==> src/rtl/transmitter_serializer_if.sv <==
// Frame-load handshake and serial mux-drive signals between the parity
// generator, the serializer and the output mux.
interface transmitter_serializer_if #(
  parameter int LM = 16,
  parameter int LP = 16
);
  logic          load_valid;
  logic          load_ready;
  logic [LM-1:0] msg_in;
  logic [LP-1:0] par_in;
  logic          tx_en;
  logic          msg_bit;
  logic          par_bit;
  logic          sel;
  logic          bit_valid;
  logic          frame_start;
  logic          frame_end;

  modport master (
    output load_valid, msg_in, par_in, tx_en,
    input  load_ready, msg_bit, par_bit, sel, bit_valid, frame_start, frame_end
  );

  modport slave (
    input  load_valid, msg_in, par_in, tx_en,
    output load_ready, msg_bit, par_bit, sel, bit_valid, frame_start, frame_end
  );
endinterface

==> src/rtl/transmitter_serializer.sv <==
// Serializes one {message, parity} frame MSB first: message segment on the
// mux in1 lane (sel=1), then parity segment on the in2 lane (sel=0).
module transmitter_serializer #(
  parameter int LM = 16,
  parameter int LP = 16
) (
  input logic                     clk,
  input logic                     rst_n,
  transmitter_serializer_if.slave bus
);

  localparam int MAXL = (LM > LP) ? LM : LP;
  localparam int CW   = ($clog2(MAXL) < 1) ? 1 : $clog2(MAXL);

  typedef enum logic [1:0] {
    S_IDLE = 2'd0,
    S_MSG  = 2'd1,
    S_PAR  = 2'd2
  } state_e;

  state_e        state_q, state_d;
  logic [LM-1:0] msg_sr_q, msg_sr_d;
  logic [LP-1:0] par_sr_q, par_sr_d;
  logic [CW-1:0] count_q, count_d;

  logic load_ready_q, load_ready_d;
  logic sel_q, sel_d;
  logic msg_bit_q, msg_bit_d;
  logic par_bit_q, par_bit_d;
  logic bit_valid_q, bit_valid_d;
  logic frame_start_q, frame_start_d;
  logic frame_end_q, frame_end_d;

  // Next-state, shift-register and bit-counter update.
  always_comb begin
    state_d  = state_q;
    msg_sr_d = msg_sr_q;
    par_sr_d = par_sr_q;
    count_d  = count_q;
    case (state_q)
      S_IDLE: begin
        if (bus.load_valid) begin
          msg_sr_d = bus.msg_in;
          par_sr_d = bus.par_in;
          count_d  = {CW{1'b0}};
          state_d  = S_MSG;
        end else begin
          state_d = S_IDLE;
        end
      end
      S_MSG: begin
        if (bus.tx_en) begin
          msg_sr_d = {msg_sr_q[LM-2:0], 1'b0};
          if (count_q == CW'(LM-1)) begin
            count_d = {CW{1'b0}};
            state_d = S_PAR;
          end else begin
            count_d = count_q + CW'(1);
          end
        end else begin
          state_d = S_MSG;
        end
      end
      S_PAR: begin
        if (bus.tx_en) begin
          par_sr_d = {par_sr_q[LP-2:0], 1'b0};
          // Last parity bit leaving: a waiting frame is taken with no idle gap.
          if (count_q == CW'(LP-1)) begin
            count_d = {CW{1'b0}};
            if (bus.load_valid) begin
              msg_sr_d = bus.msg_in;
              par_sr_d = bus.par_in;
              state_d  = S_MSG;
            end else begin
              state_d = S_IDLE;
            end
          end else begin
            count_d = count_q + CW'(1);
          end
        end else begin
          state_d = S_PAR;
        end
      end
      default: begin
        state_d  = S_IDLE;
        msg_sr_d = {LM{1'b0}};
        par_sr_d = {LP{1'b0}};
        count_d  = {CW{1'b0}};
      end
    endcase
  end

  // Output values for the cycle after this edge, derived from the next state
  // so that every output is a flop and a stall holds them unchanged.
  always_comb begin
    load_ready_d  = 1'b0;
    sel_d         = 1'b1;
    msg_bit_d     = 1'b0;
    par_bit_d     = 1'b0;
    bit_valid_d   = 1'b0;
    frame_start_d = 1'b0;
    frame_end_d   = 1'b0;
    case (state_d)
      S_IDLE: begin
        load_ready_d = 1'b1;
      end
      S_MSG: begin
        bit_valid_d   = 1'b1;
        msg_bit_d     = msg_sr_d[LM-1];
        frame_start_d = (count_d == {CW{1'b0}});
      end
      S_PAR: begin
        sel_d        = 1'b0;
        bit_valid_d  = 1'b1;
        par_bit_d    = par_sr_d[LP-1];
        frame_end_d  = (count_d == CW'(LP-1));
        load_ready_d = (count_d == CW'(LP-1));
      end
      default: begin
        load_ready_d = 1'b1;
      end
    endcase
  end

  // State, datapath and registered outputs.
  always_ff @(posedge clk or negedge rst_n) begin
    if (!rst_n) begin
      state_q       <= S_IDLE;
      msg_sr_q      <= {LM{1'b0}};
      par_sr_q      <= {LP{1'b0}};
      count_q       <= {CW{1'b0}};
      load_ready_q  <= 1'b1;
      sel_q         <= 1'b1;
      msg_bit_q     <= 1'b0;
      par_bit_q     <= 1'b0;
      bit_valid_q   <= 1'b0;
      frame_start_q <= 1'b0;
      frame_end_q   <= 1'b0;
    end else begin
      state_q       <= state_d;
      msg_sr_q      <= msg_sr_d;
      par_sr_q      <= par_sr_d;
      count_q       <= count_d;
      load_ready_q  <= load_ready_d;
      sel_q         <= sel_d;
      msg_bit_q     <= msg_bit_d;
      par_bit_q     <= par_bit_d;
      bit_valid_q   <= bit_valid_d;
      frame_start_q <= frame_start_d;
      frame_end_q   <= frame_end_d;
    end
  end

  assign bus.load_ready  = load_ready_q;
  assign bus.sel         = sel_q;
  assign bus.msg_bit     = msg_bit_q;
  assign bus.par_bit     = par_bit_q;
  assign bus.bit_valid   = bit_valid_q;
  assign bus.frame_start = frame_start_q;
  assign bus.frame_end   = frame_end_q;

endmodule

==> src/flat_wrapper.sv <==
// flat-port wrapper written by rule: the top's interface ports become plain ports
module transmitter_serializer_flat 
#(
  parameter int LM = 16,
  parameter int LP = 16
)
  (clk, rst_n, bus_load_valid, bus_msg_in, bus_par_in, bus_tx_en, bus_load_ready, bus_msg_bit, bus_par_bit, bus_sel, bus_bit_valid, bus_frame_start, bus_frame_end);
  transmitter_serializer_if #(.LM(LM), .LP(LP)) bus_i ();
  input logic clk;
  input logic rst_n;
  input wire logic [$bits(bus_i.load_valid)-1:0] bus_load_valid;
  input wire logic [$bits(bus_i.msg_in)-1:0] bus_msg_in;
  input wire logic [$bits(bus_i.par_in)-1:0] bus_par_in;
  input wire logic [$bits(bus_i.tx_en)-1:0] bus_tx_en;
  output wire logic [$bits(bus_i.load_ready)-1:0] bus_load_ready;
  output wire logic [$bits(bus_i.msg_bit)-1:0] bus_msg_bit;
  output wire logic [$bits(bus_i.par_bit)-1:0] bus_par_bit;
  output wire logic [$bits(bus_i.sel)-1:0] bus_sel;
  output wire logic [$bits(bus_i.bit_valid)-1:0] bus_bit_valid;
  output wire logic [$bits(bus_i.frame_start)-1:0] bus_frame_start;
  output wire logic [$bits(bus_i.frame_end)-1:0] bus_frame_end;
  assign bus_i.load_valid = bus_load_valid;
  assign bus_i.msg_in = bus_msg_in;
  assign bus_i.par_in = bus_par_in;
  assign bus_i.tx_en = bus_tx_en;
  assign bus_load_ready = bus_i.load_ready;
  assign bus_msg_bit = bus_i.msg_bit;
  assign bus_par_bit = bus_i.par_bit;
  assign bus_sel = bus_i.sel;
  assign bus_bit_valid = bus_i.bit_valid;
  assign bus_frame_start = bus_i.frame_start;
  assign bus_frame_end = bus_i.frame_end;
  transmitter_serializer #(.LM(LM), .LP(LP)) u_core (.clk(clk), .rst_n(rst_n), .bus(bus_i));
endmodule
==> config.mk <==
export PLATFORM = sky130hd
export DESIGN_NAME = transmitter_serializer_flat
export DESIGN_NICKNAME = d
export VERILOG_FILES = /design/src/rtl/transmitter_serializer_if.sv /design/src/rtl/transmitter_serializer.sv /design/src/flat_wrapper.sv
export SDC_FILE = /design/constraint.sdc
export NUM_CORES = 1
export LEC_CHECK = 0
export BUFFER_PORTS_ARGS = -buffer_cell sky130_fd_sc_hd__buf_2
export CAP_MARGIN = 20
export CORE_MARGIN = 3
export CORE_UTILIZATION = 28
export CTS_BUF_LIST = sky130_fd_sc_hd__clkbuf_2 sky130_fd_sc_hd__clkbuf_4 sky130_fd_sc_hd__clkbuf_8
export DETAILED_ROUTE_END_ITERATION = 7
export GPL_TIMING_DRIVEN = 0
export PLACE_DENSITY = 0.45
export SLEW_MARGIN = 20
export SYNTH_ARGS = -nofsm -noshare
export SYNTH_HDL_FRONTEND = slang
export SYNTH_SLANG_ARGS = --single-unit
export TNS_END_PERCENT = 5
==> constraint.sdc <==
create_clock -name clk -period 7.7 [get_ports clk]
set_clock_uncertainty 0.15 [all_clocks]
set_input_delay 0.385 -clock clk [delete_from_list [all_inputs] [get_ports clk]]
set_output_delay 0.385 -clock clk [all_outputs]
set_load 0.01 [all_outputs]
---- Yosys cells after proc, flatten, opt, wreduce, memory -nomap -nowiden ----
Index checks and enable logic that the tools add are counted.
word-level totals
  bits in registers ....................... 45
  latch bits .............................. 0
  RAM bits ................................ 0
  ROM bits ................................ 0
  bits of input ports ..................... 36
  output and inout port bits .............. 7
  word-level logic and storage cells ...... 58
  memories ................................ 0
cells by class
  $add $sub $neg .......................... 1
  multipliers ............................. 0
  divide/modulo/power cells ............... 0
  $lt $le $gt $ge ......................... 0
  eq/ne operators ......................... 10
  shifts and indexed selects .............. 0
  mux-type cells .......................... 27
  bitwise gates (word level) .............. 1
  reductions and logical operators ........ 6
operators by type and width
  operator               number
  $mux W16               8
  $pmux W16 S3           2
  $mux W4                3
  $eq A4 B4 Y1 const B   2
  $mux W2                4
  $pmux W4 S2            1
  $mux W1                7
  $ne A2 B2 Y1 const B   3
  $pmux W2 S3            1
  $reduce_and A3 Y1      2
  $add A4 B1 Y4 const B  1
  $eq A2 B1 Y1 const B   2
  $eq A2 B2 Y1 const B   2
  $logic_not A4 Y1       1
  $reduce_or A2 Y1       2
  $logic_not A2 Y1       1
  $ne A2 B1 Y1 const B   1
  $pmux W1 S2            1
  $not A1 Y1             1

---- Depth between registers and ports, before layout ----
Gate-level depths: netlist (run 1).
  word-level depth ........................ 7
  depth in mapped cells ................... 10
  mapped depth without buffers ............ 9

---- Least setup slack after synthesis (run 1) ----
Ideal clock, no wire load.
  path kind ............................... register to register
  start ................................... register u_core.state_q[1]
  end ..................................... register u_core.load_ready_q (netlist: u_core.bus.load_ready)
  library setup time ...................... 0.105 ns
  arrival ................................. 2.255 ns
  data required time ...................... 7.445 ns
  path slack .............................. 5.190 ns
  stages on the path, launching flop included .. 11
  buffers on the path ..................... 2
  period minus slack after synthesis ...... 2.510 ns
  cells stage by stage .................... dfrtp_1 > inv_1 > ha_1 > and2_1 > clkbuf_1 > clkbuf_1 > nor2_1 > a211oi_1 > ha_1 > inv_1 > o41ai_1
on the way
  cells in the longest elaborated chain, start to end .. 5
  elaborated cells on any way between the ends .. 14
  classes of those cells .................. 5 x eq/ne; 7 x mux; 2 x reduce/logical
ends and longest elaborated chain
  what                                          RTL line                                                    RTL
  from (decl)                                   transmitter_serializer.sv:21                                state_e state_q, state_d;
  from (signal assigned)                        transmitter_serializer.sv:140                               state_q <= state_d;
  $mux W2, on equally long branches             transmitter_serializer.sv:68, transmitter_serializer.sv:54
  $mux W2, on equally long branches             transmitter_serializer.sv:65, transmitter_serializer.sv:52
  $pmux W2 S3 (*)                               transmitter_serializer.sv:40                                case (state_q)
  net u_core.state_d[1]                         transmitter_serializer.sv:21
  $eq A2 B2 Y1 or $eq A2 B1 Y1 (tied branches)  transmitter_serializer.sv:103                               case (state_d)
  $pmux W1 S2 (*)                               transmitter_serializer.sv:103
  net u_core.load_ready_d                       transmitter_serializer.sv:26                                logic load_ready_q, load_ready_d;
  to (signal assigned)                          transmitter_serializer.sv:144                               load_ready_q <= load_ready_d;
  to (decl)                                     transmitter_serializer.sv:26
The timed path passes the listed nets; every way through them passes the cells marked *.
A chain may end at the register's enable or synchronous reset.

---- Worst setup path after layout (run 1) ----
Same ends and word-level chain as after synthesis.

==> summary.md, run 1 <==
| Metric | Value |
|---|---|
| Die area | `9890 µm²` |
| Worst Hold End | `u_core.par_sr_q[0]` |
| Setup Buffers After CTS | `0` |
| Commonest non-fill, non-tap cell in the layout | `buf_2` |
| Syn nets | `272` |
| Multi-input gate area | `1200 µm²` |
| Post-cts sizing count | `0` |
| Synthesis-stage register bit count | `45` |
| Status | `finished, final reports clean` |
| Vias/cell | `5.01` |
| Initial core utilization | `0.293` |
| Non-Filler Instances | `382` |
| DP Area | `2780 µm²` |
| Synth Instances | `227` |
| Largest net degree at the start of global routing | `46` |
| CTS max path bufs | `2` |
| Max rail drop VDD | `0.000105 V` |
| CP Data Arrival Time | `3.23 ns` |
| Post-synthesis adder-cell area fraction | `0.0461` |
| Initial antenna violation count | `0` |
| Min-delay worst type | `primary input to flop` |
| Post-Place Cells | `373` |
| Avg WL per Cell | `15.4 µm` |
| Final WL | `5890 µm` |
| RSZ-0062 raised after global routing | `no` |
| Main combinational cell family by area after synthesis | `compound AO/OA/AOI/OAI gates` |
| Setup TNS | `0 ns` |
| Share of layout cells above drive strength 1 | `0.249` |
| Leak | `0.00138 µW` |
| Yosys warning count | `0` |
| Crit Path Class | `flop to flop` |
| CP Capture Type | `flop` |
| Root Buffer | `clkbuf_8` |
| Min Tclk post-route | `3.18 ns` |
| Worst endpoint required time | `7.75 ns` |
| Antenna-violating nets left | `0` |
| Crit path buf inv count | `4` |
| Number of DRC markers in iteration 0 | `82` |
| Post-synthesis cell area | `2440 µm²` |
| Vias | `1913` |
| Post-synth ARST share | `1.00` |
| Crit path launch type | `flop` |
| Worst-path cell chain | `inv_1, ha_1, and2_1, clkbuf_1, clkbuf_1, nor2_1, a211oi_1, ha_1, inv_1, o41ai_1` |
| Filler cell count in the final layout | `880` |
| Least-Margin Pin Slew | `0.589 ns` |
| Worst path max stage delay | `0.49 ns` |
| Pwr Density | `341 nW/µm²` |
| Layout Utilization | `0.346` |
| Final #Nets | `321` |
| Register area share after synthesis | `0.462` |
| Cts hold-fix bufs | `0` |
| Synth Area in Simple Gates | `0.151` |
| Placer Congestion | `0.794` |
| Setup Viol. Count Final | `0` |
| Worst skew pair latency | `0.30 ns` |
| Dpl hpwl | `4090 µm` |
| Area Overhead vs Synth | `18.0%` |
| CTS Sinks | `45` |
| Hold depth | `2` |
| Die width | `99.4 µm` |
| Critical Path Source | `u_core.state_q[1]` |
| H-tree depth | `2` |
| Final Hold Viols | `0` |
| Antenna fix cells | `0` |
| Most frequent cells in the layout | `45 x buf_2, 43 x dfrtp_1, 20 x nand2_1` |
| CTS tree | `yes` |
| Setup slack, reg-to-reg | `4.53 ns` |
| Grt ovf | `0` |
| Row count | `33` |
| Register area | `1130 µm²` |
| Vias in the first global route | `1868` |
| Fin area | `2890 µm²` |
| IO buf count | `41` |
| R2R Path End | `u_core.bus.load_ready` |
| Number of max-cap violations | `0` |
| Worst-path clk slew | `0.10 ns` |
| Max Slew Vio Count | `0` |
| Hold_sp | `bus_par_in[0]` |
| Worst-path fanout max | `10` |
| I/O Pins | `43` |
| Length in cells of the worst reg-to-reg path | `10` |
| Xor and xnor area share after synthesis | `0.00358` |
| Remaining DRCs | `0` |
| Mean Syn Cell Area | `10.8 µm²` |
| Die H | `99.4 µm` |
| Core area | `8340 µm²` |
| R2r startpoint | `u_core.state_q[1]` |
| Distinct cell type count after synthesis | `49` |
| Synth Area in Compound Gates | `0.226` |
| Synth Flop Type | `dfrtp_1` |
| Final worst-path cycle share | `0.412` |
| Slowest cell on crit path | `a211oi_1` |
| Slew headroom | `0.607` |
| First-pass GRT wire length | `9870 µm` |
| Top Family by Delay on Critical Path | `buffers and inverters` |
| First-pass DRT Iterations | `4` |
| Post-synth EDFFs | `0` |
| Mux contribution to synthesized area | `0.0660` |
| TritonCTS Buffers | `5` |
| Fmax | `315 MHz` |
| GRT Util Overall | `0.125` |
[where the power goes]
group | total [µW] | leakage (µW) | switching (µW) | internal [µW]
registers | 384 | 0.000595 | 53.9 | 330
logic | 447 | 0.000738 | 245 | 202
clock network | 153 | 0.0000481 | 88.6 | 64.6
total | 984 | 0.00138 | 387 | 597
[final cells by class]
class / count / area share
plain buffers: 15 / 0.0282
clock buffers: 5 / 0.0239
clock inverters: 3 / 0.00781
inverters: 8 / 0.0104
multi-input cells: 159 / 0.418
flip-flops and latches: 45 / 0.391
well taps: 105 / 0.0455
repair buffers: 42 / 0.0755
[through the flow]
stage	power (µW)	hold WS [ns]	setup slack (ns)
3_3_place_gp	839	0.331	4.51
2_1_floorplan	712	-0.0606	5.19
5_1_grt	1070	0.146	4.29
3_5_place_dp	838	0.337	4.50
4_1_cts	997	0.139	4.49
6_report	984	0.142	4.53
[logic make-up (layout without fill, tap and decap cells)]
group                    count (synthesis)  count (layout)
AO/OA/AOI/OAI                           68              68
AND/OR/NAND/NOR                         65              65
flip-flops                              45              45
buffers and inverters                   23              73
multiplexers                            16              16
adder cells (fa/ha/maj)                  9               9
XOR/XNOR                                 1               1
[flip-flops by register name, summed over array words and instances, names as in the netlist, 2 cells and up]
signal	flops
u_core.par_sr_q	16
u_core.count_q	4
u_core.state_q	2
u_core.msg_sr_q	16
[routing by layer]
layer | routed length [µm] | part of all wire | global-route usage
met2 | 2760 | 0.47 | 0.188
met3 | 148 | 0.025 | 0.0238
met1 | 2910 | 0.49 | 0.184
met4 | 78 | 0.013 | 0.0347
met5 | 0 | 0 | 0
[cell usage after synthesis (2+ instances only)]
| cell | count | area (µm²) |
|---|---|---|
| nor2_1 | 10 | 37.5 |
| ha_1 | 9 | 113 |
| a221o_1 | 14 | 140 |
| and3_1 | 2 | 12.5 |
| a22o_1 | 16 | 140 |
| and2_1 | 17 | 106 |
| dfrtp_1 | 43 | 1080 |
| buf_4 | 3 | 22.5 |
| nor2b_1 | 2 | 12.5 |
| mux2i_1 | 15 | 150 |
| inv_1 | 7 | 26.3 |
| o21ai_1 | 12 | 60.1 |
| nand4_1 | 2 | 12.5 |
| nand2_1 | 20 | 75.1 |
| a211oi_1 | 2 | 15.0 |
| o21ai_0 | 6 | 30.0 |
| clkbuf_1 | 5 | 18.8 |
| nand2b_1 | 3 | 18.8 |
| dfstp_2 | 2 | 52.6 |
| buf_2 | 5 | 25.0 |
| a21oi_1 | 4 | 20.0 |
[worst max-delay path by stage]
stage,end,slack (ns),cells after the start
after floorplan,u_core.bus.load_ready,5.19,10
after global placement,u_core.bus.load_ready,4.51,10
after detailed placement,u_core.bus.load_ready,4.50,10
after CTS,u_core.bus.load_ready,4.49,10
after global routing,u_core.bus.load_ready,4.29,10
final,u_core.bus.load_ready,4.53,10
Note: power is estimated with default switching activity, not from simulation.
==> run 2, diff against run 1 <==
--- a/config.mk
+++ b/config.mk
@@ -5,6 +5,7 @@
 export SDC_FILE = /design/constraint.sdc
 export NUM_CORES = 1
 export LEC_CHECK = 0
+export ABC_AREA = 1
 export BUFFER_PORTS_ARGS = -buffer_cell sky130_fd_sc_hd__buf_2
 export CAP_MARGIN = 20
 export CORE_MARGIN = 3
@@ -12,7 +13,7 @@
 export CTS_BUF_LIST = sky130_fd_sc_hd__clkbuf_2 sky130_fd_sc_hd__clkbuf_4 sky130_fd_sc_hd__clkbuf_8
 export DETAILED_ROUTE_END_ITERATION = 7
 export GPL_TIMING_DRIVEN = 0
-export PLACE_DENSITY = 0.45
+export PLACE_DENSITY = 0.46
 export SLEW_MARGIN = 20
 export SYNTH_ARGS = -nofsm -noshare
 export SYNTH_HDL_FRONTEND = slang
==> constraint.sdc (replaced) <==
create_clock -name clk -period 2.8 [get_ports clk]
set_clock_uncertainty 0.15 [all_clocks]
set_input_delay 0.14 -clock clk [delete_from_list [all_inputs] [get_ports clk]]
set_output_delay 0.14 -clock clk [all_outputs]
set_load 0.01 [all_outputs]
==> run 2 against run 1 <==
Total power grew to 2.6 times the previous value. Synthesized cell count grew 63%. Critical endpoint unchanged. Via count grew 28%. Maximum frequency grew 24%.
==> summary.md, run 2 <==
| Metric | Value |
|---|---|
| Most frequent cell after synthesis | `nand2_1` |
| Initial core utilization | `0.293` |
| Min-delay worst type | `primary input to flop` |
| Yosys warning count | `0` |
| Largest net degree at the start of global routing | `46` |
| Leak | `0.00168 µW` |
| Synth top area share | `0.392` |
| Initial antenna violation count | `0` |
| Avg WL per Cell | `12.6 µm` |
| Setup slack, reg-to-reg | `0.25 ns` |
| Max Slew Vio Count | `0` |
| I/O Pins | `43` |
| Die width | `105 µm` |
| Worst-path clk slew | `0.09 ns` |
| Die area | `11000 µm²` |
| Vias/cell | `4.44` |
| Setup Viol. Count Final | `0` |
| Register area share after synthesis | `0.411` |
| Number of DRC markers in iteration 0 | `112` |
| Distinct cell type count after synthesis | `27` |
| Synth Flop Type | `dfrtp_1` |
| Core area | `9370 µm²` |
| Min Tclk post-route | `2.55 ns` |
| Antenna-violating nets left | `0` |
| Vias in the first global route | `2303` |
| Grt ovf | `0` |
| Status | `finished, final reports clean` |
| H-tree depth | `2` |
| Setup TNS | `0 ns` |
| DP Area | `3110 µm²` |
| Fin area | `3260 µm²` |
| Mean Syn Cell Area | `7.40 µm²` |
| Cell taking the most area after synthesis | `dfrtp_1` |
| CP Data Arrival Time | `2.65 ns` |
| Antenna fix cells | `0` |
| Share of layout cells above drive strength 1 | `0.200` |
| Final Hold Viols | `0` |
| Crit path capture | `u_core.bus.load_ready` |
| Worst-path fanout max | `8` |
| Final WL | `6950 µm` |
| CTS max path bufs | `2` |
| Largest cells by area after synthesis | `dfrtp_1 39%, nand2_1 12%, nor2_1 8.6%, inv_1 7.0%, a21oi_1 6.0%` |
| Setup Buffers After CTS | `0` |
| Post-synth ARST share | `1.00` |
| Dpl hpwl | `4890 µm` |
| Vias | `2457` |
| Final worst-path cycle share | `0.912` |
| Synth top cells by count | `88 x nand2_1, 63 x nor2_1, 51 x inv_1` |
| Pwr Density | `776 nW/µm²` |
| Post-synthesis cell area | `2750 µm²` |
| Final #Nets | `468` |
| Critical Path Source | `u_core.state_q[0]` |
| Post-synth EDFFs | `0` |
| Root Buffer | `clkbuf_8` |
| Row count | `35` |
| Placer Congestion | `0.803` |
| Remaining DRCs | `0` |
| Crit Path Class | `flop to flop` |
| Die H | `105 µm` |
| TritonCTS Buffers | `5` |
| Filler cell count in the final layout | `1013` |
| Synthesis-stage register bit count | `45` |
| IO buf count | `41` |
| Most frequent cells in the layout | `88 x nand2_1, 63 x nor2_1, 51 x inv_1` |
| Crit path launch type | `flop` |
| CP Capture Type | `flop` |
| First-pass DRT Iterations | `4` |
| RSZ-0062 raised after global routing | `no` |
| Length in cells of the worst reg-to-reg path | `10` |
| Least-Margin Pin Slew | `0.612 ns` |
| Slew headroom | `0.592` |
| CTS Sinks | `45` |
| R2r startpoint | `u_core.state_q[0]` |
| Max rail drop VDD | `0.000335 V` |
| Syn nets | `416` |
| First-pass GRT wire length | `11600 µm` |
| GRT Util Overall | `0.128` |
| Synth Instances | `371` |
| CTS tree | `yes` |
| Commonest non-fill, non-tap cell in the layout | `nand2_1` |
| Number of max-cap violations | `0` |
| Worst skew pair latency | `0.30 ns` |
| R2R Path End | `u_core.bus.load_ready` |
| Hold Slack | `0.0277 ns` |
| Fmax | `391 MHz` |
| Top flop regs | `u_core.msg_sr_q (16), u_core.par_sr_q (16), u_core.count_q (4)` |
| Hold depth | `5` |
| Area Overhead vs Synth | `18.9%` |
| Worst endpoint required time | `2.89 ns` |
-- run 2: kinds of logic after synthesis --
| group | count (synthesis) | share of synthesized area |
|---|---|---|
| flops | 45 | 0.411 |
| fa+ha+maj | 9 | 0.0410 |
| simple gates | 174 | 0.264 |
| compound gates | 76 | 0.180 |
| buf+inv | 67 | 0.103 |
-- run 2: how the worst min path moves through the flow --
stage | to | startpoint | slack (ns)
floorplan | u_core.bus.bit_valid | rst_n | -0.31
global placement | u_core.par_sr_q[0] | bus_par_in[0] | 0.22
detailed placement | u_core.bus.frame_end | rst_n | 0.06
CTS | u_core.par_sr_q[11] | bus_par_in[11] | 0.03
global route | u_core.par_sr_q[1] | bus_par_in[1] | 0.05
finish | u_core.par_sr_q[10] | bus_par_in[10] | 0.03
-- run 2: power breakdown --
part           internal (µW)  leakage [µW]  switching [µW]
clock                    224     0.0000542             233
combinational            412       0.00103             677
sequential               887      0.000594             101
-- run 2: routing by layer --
metal  GRT usage  part of all wire
met1       0.181              0.50
met2       0.203              0.46
met3      0.0253             0.038
met5           0                 0
met4      0.0253            0.0078
-- run 2: critical path, stage by stage, from the launching register on --
cell and delay, ns:
dfrtp_1 0.42, inv_1 0.09, ha_1 0.27, nand2_1 0.16
o21ai_4 0.31, nand2_4 0.17, a31oi_4 0.26, inv_1 0.09
ha_1 0.23, or2_2 0.27, nand2_1 0.07
-- run 2: repair_timing --
item / in CTS / in global routing
endpoints found under the setup margin: 0 / 1
hold buffers: 4 / 0
endpoints found under the hold margin: 46 / 0
resized for setup: 0 / 1
-- run 2: layout make-up --
type | instances | area (µm²) | share of cell area
plain buffers | 13 | 81.3 | 0.0249
clock buffers | 7 | 96.3 | 0.0295
clock inverters | 1 | 5.00 | 0.00153
inverters | 54 | 203 | 0.0621
multi-input cells | 259 | 1340 | 0.411
flip-flops and latches | 45 | 1130 | 0.346
well taps | 129 | 161 | 0.0494
repair buffers | 45 | 248 | 0.0759
-- run 2: metrics by stage --
stage | setup WS (ns) | total power, µW | cells | utilization
floorplan | 0.514 | 1820 | 371 | -
global placement | 0.0736 | 2080 | 541 | 0.332
detailed placement | 0.0997 | 2090 | 541 | 0.332
CTS | 0.0732 | 2560 | 553 | 0.347
global route | 0.0117 | 2770 | 553 | 0.348
finish | 0.246 | 2530 | 553 | 0.348
==> run 3, diff against run 2 <==
--- a/config.mk
+++ b/config.mk
@@ -5,7 +5,6 @@
 export SDC_FILE = /design/constraint.sdc
 export NUM_CORES = 1
 export LEC_CHECK = 0
-export ABC_AREA = 1
 export BUFFER_PORTS_ARGS = -buffer_cell sky130_fd_sc_hd__buf_2
 export CAP_MARGIN = 20
 export CORE_MARGIN = 3
==> run 3 against run 2 <==
Sequential power increased by 6%. Total power rose by 12%. Flip-flop and latch count stayed put. Via count down 21%. Sequential share of layout area is 2.2 points higher. Wire length is 14% lower. Die area down 10%. Clock-buffer cell count down 1. Utilization is 2.0 points higher. Worst hold slack better by 0.053 ns. First-iteration DRC count down 48%. Cell area down 5.9%.
==> summary.md, run 3 (synthesis gave the netlist of run 1 again) <==
| Metric | Value |
|---|---|
| Pwr Density | `922 nW/µm²` |
| Clock power frac | `0.184` |
| GRT Util Overall | `0.129` |
| Antenna fix cells | `0` |
| Initial core utilization | `0.293` |
| Antenna-violating nets left | `0` |
| Worst endpoint required time | `2.85 ns` |
| Vias in the first global route | `1970` |
| Least-Margin Pin Slew | `0.580 ns` |
| Die H | `99.4 µm` |
| Top flop regs | `u_core.msg_sr_q (16), u_core.par_sr_q (16), u_core.count_q (4)` |
| Vias | `1953` |
| Filler cell count in the final layout | `849` |
| Max Slew Vio Count | `0` |
| Final worst-path cycle share | `0.932` |
| Dpl hpwl | `4210 µm` |
| Sw power | `1060 µW` |
| Row count | `33` |
| CTS max path bufs | `2` |
| Number of DRC markers in iteration 0 | `58` |
| Number of max-cap violations | `0` |
| Status | `finished, final reports clean` |
| CP Data Arrival Time | `2.66 ns` |
| Fmax | `383 MHz` |
| Worst-path fanout max | `10` |
| Share of layout cells above drive strength 1 | `0.247` |
| Root Buffer | `clkbuf_8` |
| H-tree depth | `2` |
| Register area | `1130 µm²` |
| Combinational Power Share | `0.443` |
| Setup TNS | `0 ns` |
| Switch share | `0.374` |
| Area Overhead vs Synth | `25.6%` |
| Max rail drop VDD | `0.000248 V` |
| Min-delay worst type | `primary input to flop` |
| Final #Nets | `335` |
| Avg WL per Cell | `15.1 µm` |
| DP Area | `2780 µm²` |
| Worst path max stage delay | `0.42 ns` |
| Sequential share of power | `0.372` |
| Placer Congestion | `0.811` |
| CTS Sinks | `45` |
| Multi-input gate area | `1210 µm²` |
| Layout Utilization | `0.368` |
| Grt ovf | `0` |
| First-pass GRT wire length | `10100 µm` |
| Remaining DRCs | `0` |
| Final Hold Viols | `0` |
| Worst-path cell chain | `inv_1, ha_1, and2_2, clkbuf_4, nor2_1, a211oi_2, ha_1, inv_1, o41ai_1` |
| Most frequent cells in the layout | `45 x buf_2, 43 x dfrtp_1, 20 x nand2_1` |
| Fin area | `3070 µm²` |
| Leak | `0.00146 µW` |
| CP Capture Type | `flop` |
| Die width | `99.4 µm` |
| TritonCTS Buffers | `5` |
| First-pass DRT Iterations | `4` |
| Post-route setup slack | `0.192 ns` |
| Commonest non-fill, non-tap cell in the layout | `buf_2` |
| Worst-path clk slew | `0.09 ns` |
| Final WL | `5990 µm` |
| Crit Path Class | `flop to flop` |
| Post-Place Cells | `373` |
| IO buf count | `41` |
| Core area | `8340 µm²` |
| Setup Viol. Count Final | `0` |
| Slowest cell on crit path | `dfrtp_1` |
| Slew headroom | `0.614` |
| Internal | `1770 µW` |
| Setup Buffers After CTS | `0` |
| Vias/cell | `4.93` |
| Pre-CTS setup slack | `-0.440 ns` |
| Worst skew pair latency | `0.30 ns` |
| Min Tclk post-route | `2.61 ns` |
| I/O Pins | `43` |
| Largest net degree at the start of global routing | `46` |
| Crit path launch type | `flop` |
| Die area | `9890 µm²` |
| Initial antenna violation count | `0` |
| Non-Filler Instances | `396` |
| CTS tree | `yes` |
| RSZ-0062 raised after global routing | `no` |
run 3: changes by cell type in the layout (fill, tap and decap cells not counted), moves of 12 or more:
cell and change:
a22o_1 +16, nand3_1 -14, o21ai_0 -18, o21ai_1 +12
inv_1 -44, nor2_1 -53, nand2_1 -68, a221o_1 +14
mux2i_1 +15, and2_1 +16, dlygate4sd3_1 +12, a21oi_1 -29
run 3: path summary, 6_finish.rpt:
path | cells past startpoint | slack (ns) | endpoint | start
setup / recovery | 9 | 0.19 | u_core.bus.load_ready | u_core.state_q[1]
hold / removal | 4 | 0.08 | u_core.msg_sr_q[9] | bus_msg_in[9]
setup reg to reg | 9 | 0.19 | u_core.bus.load_ready | u_core.state_q[1]
hold reg to reg | 1 | 0.36 | u_core.par_sr_q[2] | u_core.par_sr_q[1]
max in group asynchronous | 2 | 1.88 | u_core.msg_sr_q[8] | rst_n
min in group asynchronous | 2 | 0.22 | u_core.bus.frame_end | rst_n
run 3: final cells by class:
type / count / area share
multi-input cells: 159 / 0.394
flip-flops and latches: 45 / 0.368
repair buffers: 57 / 0.120
well taps: 105 / 0.0428
clock buffers: 6 / 0.0269
plain buffers: 14 / 0.0265
clock inverters: 2 / 0.0122
inverters: 8 / 0.00978
run 3: metrics by stage:
stage,total power [µW],hold slack (ns)
after floorplan,1960,-0.306
after global placement,2310,0.220
after detailed placement,2320,0.210
after CTS,2880,0.0714
after global routing,3060,0.100
final,2830,0.0809
run 3: power groups by stage:
stage | sequential, µW | combinational, µW | clock, µW
after global routing | 1080 | 1420 | 563
after CTS | 1050 | 1280 | 550
after global placement | 1060 | 1250 | 0
after floorplan | 1040 | 918 | 0
after detailed placement | 1060 | 1260 | 0
final | 1050 | 1260 | 522
run 3: metal layers:
layer	up-vias	share of wire	wire [µm]	GRT usage
met5	-	0	0	0
met4	0	0.024	144	0.0525
met3	12	0.035	209	0.0266
met2	36	0.46	2740	0.193
met1	943	0.48	2890	0.182
li1	962	-	-	-
run 3: repair_timing:
item / CTS / global route
hold endpoints to repair: 58 / 0
gates resized for setup: 3 / 1
endpoints found under the setup margin: 6 / 1
hold buffers: 16 / 0
run 3: critical path, delay by kind of cell (launching register included):
family / cells / cell delay [ns]
buffers and inverters: 3 / 0.39
adder cells (fa/ha/maj): 2 / 0.49
flip-flops: 1 / 0.42
AO/OA/AOI/OAI: 2 / 0.71
AND/OR/NAND/NOR: 2 / 0.34
